$ cat config.mk
export PLATFORM = sky130hd
export DESIGN_NAME = intr_vector_arbiter
export DESIGN_NICKNAME = d
export VERILOG_FILES = /design/src/rtl/intr_arb_pkg.sv /design/src/rtl/rr_priority_pick.sv /design/src/rtl/intr_vector_arbiter.sv
export SDC_FILE = /design/constraint.sdc
export NUM_CORES = 1
export LEC_CHECK = 0
export ABC_AREA = 1
export ABC_CLOCK_PERIOD_IN_PS = 2900
export CAP_MARGIN = 20
export CORE_ASPECT_RATIO = 1.75
export CORE_MARGIN = 2
export CORE_UTILIZATION = 30
export CTS_CLUSTER_DIAMETER = 30
export DETAILED_ROUTE_END_ITERATION = 12
export PLACE_DENSITY = 0.6
export SLEW_MARGIN = 20
export SYNTH_ARGS = -nofsm -noshare
export SYNTH_HDL_FRONTEND = slang
export SYNTH_SLANG_ARGS = --single-unit
$ cat constraint.sdc
create_clock -name iccad_clk -period 2.9 [get_ports iccad_clk]
set_input_delay 0.725 -clock iccad_clk [delete_from_list [all_inputs] [get_ports iccad_clk]]
set_output_delay 0.725 -clock iccad_clk [all_outputs]
set_load 0.05 [all_outputs]
$ cat src/rtl/intr_arb_pkg.sv
// Shared types and helpers for the round-robin interrupt vector arbiter.
package intr_arb_pkg;

   localparam int unsigned MAX_SRC = 32;

   typedef enum logic [1:0] {
      IDLE    = 2'd0,
      PEND    = 2'd1,
      SERVICE = 2'd2
   } arb_state_t;

   // Vector table entry address for a given source index (32-bit wrap accepted).
   function automatic logic [31:0] vec_addr(input logic [31:0] base,
                                            input logic [31:0] sel,
                                            input int unsigned shift);
      return base + (sel << shift);
   endfunction

endpackage

$ cat src/rtl/rr_priority_pick.sv
// Combinational round-robin picker: first eligible source at or after rr_ptr, wrapping.
module rr_priority_pick
   import intr_arb_pkg::*;
#(
   parameter int unsigned NUM_SRC = 8,
   parameter int unsigned VEC_W   = $clog2(NUM_SRC)
) (
   input  logic [NUM_SRC-1:0] eligible,
   input  logic [VEC_W-1:0]   rr_ptr,
   output logic [VEC_W-1:0]   winner_c,
   output logic               any_valid_c
);

   // Scan from rr_ptr upward; the first hit wins.
   always_comb begin
      int unsigned idx;
      idx         = 0;
      winner_c    = '0;
      any_valid_c = 1'b0;
      for (int unsigned k = 0; k < MAX_SRC; k++) begin
         idx = (32'(rr_ptr) + k) % NUM_SRC;
         if ((k < NUM_SRC) && !any_valid_c && eligible[VEC_W'(idx)]) begin
            any_valid_c = 1'b1;
            winner_c    = VEC_W'(idx);
         end
      end
   end

endmodule

$ cat src/rtl/intr_vector_arbiter.sv
// Round-robin interrupt arbiter with CPU ack / EOI sequencing.
// Optional feature macro: INTR_ARB_MASK_EN (adds irq_mask input).
module intr_vector_arbiter
   import intr_arb_pkg::*;
#(
   parameter int unsigned NUM_SRC   = 8,
   parameter int unsigned VEC_W     = $clog2(NUM_SRC),
   parameter logic [31:0] VEC_BASE  = 32'h0000_0100,
   parameter int unsigned VEC_SHIFT = 2
) (
   input  logic               iccad_clk,
   input  logic               iccad_rst_n,
   input  logic [NUM_SRC-1:0] irq_req,
`ifdef INTR_ARB_MASK_EN
   input  logic [NUM_SRC-1:0] irq_mask,
`endif
   input  logic               cpu_ack,
   input  logic               cpu_eoi,
   output logic               o_irq_valid,
   output logic [VEC_W-1:0]   o_interrupt_vector_sel,
   output logic [31:0]        o_imm32,
   output logic [NUM_SRC-1:0] irq_grant,
   output logic               o_busy
);

   arb_state_t         state_q, state_nxt;
   logic [VEC_W-1:0]   rr_ptr_q, rr_ptr_nxt;
   logic [VEC_W-1:0]   sel_q, sel_nxt;
   logic [31:0]        imm_q, imm_nxt;
   logic               valid_q, valid_nxt;
   logic [NUM_SRC-1:0] grant_q, grant_nxt;
   logic               busy_q, busy_nxt;

   logic [NUM_SRC-1:0] eligible;
   logic [VEC_W-1:0]   winner_c;
   logic               any_valid_c;

   // Requests that may compete; only consulted in IDLE.
`ifdef INTR_ARB_MASK_EN
   assign eligible = irq_req & ~irq_mask;
`else
   assign eligible = irq_req;
`endif

   rr_priority_pick #(
      .NUM_SRC (NUM_SRC),
      .VEC_W   (VEC_W)
   ) u_pick (
      .eligible    (eligible),
      .rr_ptr      (rr_ptr_q),
      .winner_c    (winner_c),
      .any_valid_c (any_valid_c)
   );

   // State and registered outputs.
   always_ff @(posedge iccad_clk or negedge iccad_rst_n) begin
      if (!iccad_rst_n) begin
         state_q  <= IDLE;
         rr_ptr_q <= '0;
         sel_q    <= '0;
         imm_q    <= '0;
         valid_q  <= 1'b0;
         grant_q  <= '0;
         busy_q   <= 1'b0;
      end else begin
         state_q  <= state_nxt;
         rr_ptr_q <= rr_ptr_nxt;
         sel_q    <= sel_nxt;
         imm_q    <= imm_nxt;
         valid_q  <= valid_nxt;
         grant_q  <= grant_nxt;
         busy_q   <= busy_nxt;
      end
   end

   // Next state and next output values; grant is a single-cycle pulse on ack.
   always_comb begin
      state_nxt  = state_q;
      rr_ptr_nxt = rr_ptr_q;
      sel_nxt    = sel_q;
      imm_nxt    = imm_q;
      valid_nxt  = 1'b0;
      grant_nxt  = '0;

      case (state_q)
         IDLE: begin
            sel_nxt = '0;
            imm_nxt = '0;
            if (any_valid_c) begin
               state_nxt = PEND;
               sel_nxt   = winner_c;
               imm_nxt   = vec_addr(VEC_BASE, 32'(winner_c), VEC_SHIFT);
               valid_nxt = 1'b1;
            end
         end
         PEND: begin
            valid_nxt = 1'b1;
            if (cpu_ack) begin
               state_nxt  = SERVICE;
               valid_nxt  = 1'b0;
               grant_nxt  = NUM_SRC'(1) << sel_q;
               rr_ptr_nxt = (sel_q == VEC_W'(NUM_SRC - 1)) ? '0 : sel_q + VEC_W'(1);
            end
         end
         SERVICE: begin
            if (cpu_eoi) begin
               state_nxt = IDLE;
               sel_nxt   = '0;
               imm_nxt   = '0;
            end
         end
         default: begin
            state_nxt = IDLE;
            sel_nxt   = '0;
            imm_nxt   = '0;
         end
      endcase

      busy_nxt = (state_nxt != IDLE);
   end

   assign o_irq_valid            = valid_q;
   assign o_interrupt_vector_sel = sel_q;
   assign o_imm32                = imm_q;
   assign irq_grant              = grant_q;
   assign o_busy                 = busy_q;

endmodule

==> implementation parameters, run 1 <==
Parameter                              Value

Clock tree
  Number of buffers added by the clock tree synthesis step    3
  Max H-tree Level    1
  Clk slew on worst S/H paths    around 70 ps
  Sink Count    19
  Bufs on Longest Clock Path    2
  Quantity of gates resized following cts    0
  Setup Fix Bufs, Post-CTS    0
  Source-to-sink clock delay at the later pin of the worst-skew pair    260 ps
  Cell at the root of the clock tree    clkbuf_8
  Total of hold buffers inserted after clock tree synthesis    0
  Clock tree from TritonCTS    yes

Pwr
  P_sw    1.58 mW
  Clock power frac    0.072
  Part of the total power dissipated in sequential elements    0.160
  Total power density per cell area    approximately 1300 nW/µm²
  Highest ir drop seen on vdd    0.579 mV
  Switching fraction of total power    0.593
  Static power due to leakage    roughly 1.1 nW
  Comb pwr share    0.769
  P_int    1.09 mW

Routing
  First DRT Iteration DRCs    52
  Count of vias placed by the detailed router    around 1,500
  Detailed-route wire length per cell    10.9 µm
  Via-per-instance ratio    between 4 and 5
  Final antenna-violating net count    0
  Post-route DRC violation count    0
  1st-pass router iterations    4
  Wire length reported by the detailed router    between 3 and 4 mm

Setup path
  Highest fanout seen on the critical path    8
  Type of element launching the critical path    register
  Required arrival time at the worst endpoint    around 2200 ps
  Crit path largest cell delay    870 ps
  Critical-path cell list    clkdlybuf4s50_1
  Crit-path leading delay family    buffers and inverters
  Cell with the largest stage delay on the worst path    clkdlybuf4s50_1
  Critical path endpoint category    output pin
  Startpoint-to-endpoint class of the critical path    reg -> out
  Crit path DAT    ~1700 ps
  WP buf/inv    1

Floorplan
  Starting density of the core    0.304
  Die footprint    approximately 6500 µm²
  Die width    around 62 µm
  Count of boundary I/O pins    57
  Core box area    just under 6000 µm²
  Vert. Die Dim    105 µm
  Row count    37

Synthesis
  Number of distinct standard cells referenced by the synthesized netlist    26
  Mean post-synth cell area    between 7 and 8 µm²
  Post-synthesis adder-cell area fraction    0.0568
  Cells after synthesis    248
  Synth area leader    dfrtp_1
  Number of register bits inferred by synthesis    19
  Simple-gate share of the synthesized area    0.409
  Cells taking the most area after synthesis    dfrtp_1 (27%), nand2_1 (16%), buf_4 (13%), nand3_1 (7.4%), ha_1 (5.7%)
  Compound-cell area share of the yosys netlist    0.0305
  Part of the Yosys area used for sequential elements    0.270
  Xor and xnor area share after synthesis    0.0185
  Area of the mapped netlist    about 1800 µm²
  Yosys warning count    0
  Mux cell area share after synthesis    0
  Dominant combinational cell family by area after synthesis    simple AND/OR/NAND/NOR gates
  Yosys top cell area share    0.270

Layout
  Layout overhead on the synthesized area    17.2%
  Share of layout cells above drive strength 1    0.115
  Net count of the finished layout    ~300
  Fill cell count    a little over 600
  Finished Layout Cells    ~360
  Number of antenna repair diodes    0

Global routing
  Remaining global-route overflow    0
  Vias in the first global route    roughly 1,500
  Maximum number of pins on one net before global-route repair    20
  Total track usage    0.129
  Number of antenna violations at the first check in global routing    0
  Wire length of the first global-routing pass    6.44 mm

Worst hold path
  Tightest Hold Check Type    reg -> reg

Timing
  Slack of the critical path    ~530 ps
  Part of the cycle the worst path needs    0.818
  Unrepaired setup endpoints after global routing    no
  Minimum clock period    between 2000 and 2500 ps
  Final setup violation count    0
  Worst max-slew margin expressed relative to the limit    0.665
  Upper clock frequency limit    around 0.42 GHz
  Setup TNS after final layout    0 ps
  Number of endpoints with negative hold slack in the final report    0
  Post-route clock skew    1.25 ps
  Worst Tran Pin Value    between 500 and 600 ps
  Count of pins over their slew limit    0

Placed design
  Post-placement cell count    ~350
  RD Place Congestion    slightly below 1
  Setup WS pre-CTS    a little under 400 ps
  Estimated wirelength of the detail-placed design    approximately 3.2 mm
  Number of port buffers    28

Run status
  Status    finished clean

Run
  Max Cap Violations    0
-- per-stage QoR --
stage	total power [mW]	area (µm²)	utilization	hold slack, ps
floorplan	2.05	1860	-	429
global placement	2.48	2020	0.348	468
detailed placement	2.48	2020	0.348	473
CTS	2.68	2060	0.357	497
global route	2.93	2060	0.357	562
finish	2.67	2060	0.357	488
-- cells by family after synthesis --
| logic type | Yosys count |
|---|---|
| AO/OA/AOI/OAI | 10 |
| XOR/XNOR | 2 |
| adder cells (fa/ha/maj) | 8 |
| buffers and inverters | 63 |
| flip-flops | 19 |
| other | 1 |
| AND/OR/NAND/NOR | 145 |
-- cells in the final DEF, fill, tap and decap left out --
cell and count:
nor2_1 18, nor4_1 1, nor2_8 1, nand3_1 26, xor2_2 1, buf_4 6, conb_1 28, clkinvlp_4 1
nand3_2 8, dfrtp_1 19, inv_2 4, nor3_1 6, clkbuf_8 3, clkdlybuf4s50_1 28, nand2_4 3, nand3b_1 2
inv_1 24, o21bai_1 1, nor2_4 1, nand4_1 3, xnor2_2 1, a31oi_1 1, nand2_1 73, ha_1 8
nand4_4 1, nand2_2 2, o21ai_0 8
-- synth_stat cells --
library cell and instances:
a31oi_1 1, buf_4 31, buf_6 3, clkbuf_1 1, conb_1 1, dfrtp_1 19
ha_1 8, inv_1 24, inv_2 4, nand2_1 73, nand2_2 2, nand2_4 3
nand3_1 26, nand3_2 8, nand3b_1 2, nand4_1 3, nand4_4 1, nor2_1 18
nor2_4 1, nor2_8 1, nor3_1 6, nor4_1 1, o21ai_0 8, o21bai_1 1
xnor2_2 1, xor2_2 1
-- power groups by stage --
stage	Combinational [mW]	Sequential, mW	Clock [mW]
floorplan	1.49	0.569	0
global placement	2.05	0.433	0
detailed placement	2.05	0.433	0
CTS	2.06	0.429	0.194
global route	2.28	0.439	0.205
finish	2.05	0.427	0.191
-- registers in the layout, summed over array words and instances, names as in the netlist --
| name | count |
|---|---|
| state_q | 2 |
| irq_grant | 8 |
| rr_ptr_q | 3 |
| o_irq_valid | 1 |
| o_busy | 1 |
| o_imm32 | 2 |
| o_interrupt_vector_sel | 2 |
-- cell type report --
class | count | area, µm² | area share
Sequential cell | 19 | 475 | 0.230
Clock inverter | 1 | 7.51 | 0.00364
Inverter | 28 | 105 | 0.0509
Clock buffer | 3 | 41.3 | 0.0200
Tap cell | 78 | 97.6 | 0.0473
Multi-Input combinational cell | 193 | 1010 | 0.490
Timing Repair Buffer | 34 | 325 | 0.158
-- layer usage --
layer,track usage,wire [µm],up-vias,share of wire
met5,0,0,-,0
met1,0.145,1510,699,0.39
li1,-,-,782,-
met4,0.0745,184,0,0.048
met3,0.00736,160,13,0.041
met2,0.226,2020,52,0.52
-- final timing paths --
path | from | to | slack [ps] | cells past startpoint
setup reg to reg | rr_ptr_q[0] | o_imm32[4] | 640 | 14
min in group asynchronous | iccad_rst_n | o_busy | 790 | 2
setup / recovery | o_imm32[4] | o_interrupt_vector_sel[2] | 530 | 1
max in group asynchronous | iccad_rst_n | irq_grant[1] | 1910 | 2
hold / removal | o_imm32[8] | o_imm32[8] | 490 | 2
hold reg to reg | o_imm32[8] | o_imm32[8] | 490 | 2
(Power assumes the default switching activity.)
==> run 2: changes to the inputs <==
Settings changed: ABC_CLOCK_PERIOD_IN_PS 2900 to 2000, PLACE_DENSITY 0.6 to 0.62.
Clock period 2.9 ns to 2 ns, I/O delays scaled along.
==> run 2 against run 1 <==
The run now ends with setup timing left. Via count increased by 11%. Die area unchanged. Critical path depth increased by 12. Register-to-register slack got worse by 660 ps. Critical endpoint is now o_imm32[4]. Largest cell class unchanged.
==> implementation parameters, run 2 (synthesized netlist as in run 1, its figures left out) <==
Parameter                              Value

Run status
  Status    complete, but fails checks
  Failing checks    setup timing

Routing
  Post-route DRC violation count    0
  First DRT Iteration DRCs    between 60 and 70
  Count of vias placed by the detailed router    1,720
  Final antenna-violating net count    0
  Via-per-instance ratio    ~4.5
  Detailed-route wire length per cell    12.1 µm
  Wire length reported by the detailed router    4.65 mm
  1st-pass router iterations    4

Clock tree
  Clk slew on worst S/H paths    around 60 ps
  Source-to-sink clock delay at the later pin of the worst-skew pair    about 260 ps
  Cell at the root of the clock tree    clkbuf_8
  Total of hold buffers inserted after clock tree synthesis    0
  Max H-tree Level    1
  Bufs on Longest Clock Path    2
  Sink Count    19
  Clock tree from TritonCTS    yes
  Number of buffers added by the clock tree synthesis step    3

Worst hold path
  Sink of the worst hold path    o_imm32[8]
  Tightest Hold Check Type    reg -> reg
  Startpoint of the most critical hold path    o_imm32[8]
  Number of instances on the worst hold path    2

Global routing
  Remaining global-route overflow    0
  Total track usage    0.150
  Vias in the first global route    1,686
  Maximum number of pins on one net before global-route repair    20
  Number of antenna violations at the first check in global routing    0
  Wire length of the first global-routing pass    7.38 mm

Timing
  Count of pins over their slew limit    0
  Minimum clock period    just over 2000 ps
  Worst Tran Pin Value    512 ps
  Setup TNS after final layout    -107 ps
  Slack of the critical path    -34.3 ps
  Part of the cycle the worst path needs    1.02
  Number of endpoints with negative hold slack in the final report    0
  Unrepaired setup endpoints after global routing    yes
  Post-route clock skew    0.868 ps
  Final setup violation count    6
  Worst max-slew margin expressed relative to the limit    0.658
  Upper clock frequency limit    between 0.4 and 0.5 GHz

Layout
  Reg area    approximately 480 µm²
  Layout overhead on the synthesized area    36.5%
  Number of antenna repair diodes    0
  Number of flip-flops in the largest register    8
  Most frequent standard cell in the layout excluding fill and tap cells    nand2_1
  Net count of the finished layout    roughly 330
  Post-route cell area    2400 µm²
  Commonest cells after routing, fill and taps aside    nand2_1 (58), buf_4 (47), conb_1 (28)
  Layout Utilization    0.416
  Total area of multi-input combinational cells    1180 µm²
  Share of layout cells above drive strength 1    0.344
  Finished Layout Cells    between 300 and 400
  Fill cell count    ~600

Floorplan
  Die width    between 60 and 70 µm
  Die footprint    about 6500 µm²
  Row count    37
  Starting density of the core    0.304
  Vert. Die Dim    approximately 110 µm
  Count of boundary I/O pins    between 50 and 60
  Core box area    about 5800 µm²

Setup path
  Critical path endpoint category    register
  Critical-path cell list    clkdlybuf4s50_1 -> nand2_1 -> nand3_4 -> nand3_4 -> nand2_4 -> nor2_8 -> nand4_4 -> nor2_4 -> nand3_2 -> nand2_4 -> nor2_1 -> nand2_1 -> nand2_1
  Cell with the largest stage delay on the worst path    clkdlybuf4s50_1
  Type of element launching the critical path    input pin
  Crit path largest cell delay    450 ps
  Highest fanout seen on the critical path    6
  Crit path DAT    approximately 2200 ps
  Reg-to-Reg Start    rr_ptr_q[0]
  Required arrival time at the worst endpoint    between 2000 and 2500 ps
  Most numerous cell on the critical path    nand2_1
  Flop2flop setup slack    -20 ps
  Startpoint-to-endpoint class of the critical path    in -> reg
  Worst r2r dst    o_imm32[4]
  Worst Reg-to-Reg Cells    14

Placed design
  Number of port buffers    28
  Post-Place Cell Area    around 2100 µm²
  Post-placement cell count    between 300 and 400
  Estimated wirelength of the detail-placed design    between 3 and 4 mm
  RD Place Congestion    about 0.98

Run
  Max Cap Violations    0
[run 2: layout make-up]
type | instances | area share
Multi-Input combinational cell | 193 | 0.489
Tap cell | 78 | 0.0406
Timing Repair Buffer | 61 | 0.205
Clock buffer | 4 | 0.0187
Sequential cell | 19 | 0.199
Inverter | 28 | 0.0479
[run 2: timing repair]
action                                  4_1_cts  5_1_grt
resized for setup                            25       15
cloned                                        0        0
pin swaps                                    15        4
setup buffers                                 5        2
endpoints found under the setup margin        4        7
[run 2: worst max-delay path: cells and delay by family]
family	cells	cell delay [ps]
and+or+nand+nor	12	1230
buffers and inverters	1	450
[run 2: how the worst max path moves through the flow]
stage / start / endpoint / slack [ps] / cells after the start
after floorplan: rr_ptr_q[1] / o_imm32[4] / 5 / 15
after global placement: irq_req[0] / o_imm32[4] / -260 / 13
after detailed placement: irq_req[2] / o_imm32[4] / -290 / 13
after CTS: rr_ptr_q[1] / o_imm32[4] / -5 / 14
after global routing: irq_req[7] / o_interrupt_vector_sel[1] / -200 / 15
final: irq_req[7] / o_imm32[4] / -30 / 13
[run 2: stage by stage]
| step | setup slack [ps] | hold WS, ps |
|---|---|---|
| 6_report | -34.3 | 490 |
| 5_1_grt | -195 | 542 |
| 4_1_cts | -4.65 | 491 |
| 3_5_place_dp | -286 | 472 |
| 3_3_place_gp | -261 | 470 |
| 2_1_floorplan | 5.28 | 204 |
[run 2: layer usage]
metal  routed length, µm  vias up  part of all wire  track usage
met5                   0        -                 0            0
met4                 226        0             0.049       0.0851
met3                 181       15             0.039       0.0172
met2                2600       61              0.56        0.274
met1                1640      809              0.35        0.152
li1                    -      835                 -            -
Power of run 2 is left out: the tool's default activity adds up to more than one toggle a clock period on the data nets, which glitch-free logic cannot reach.
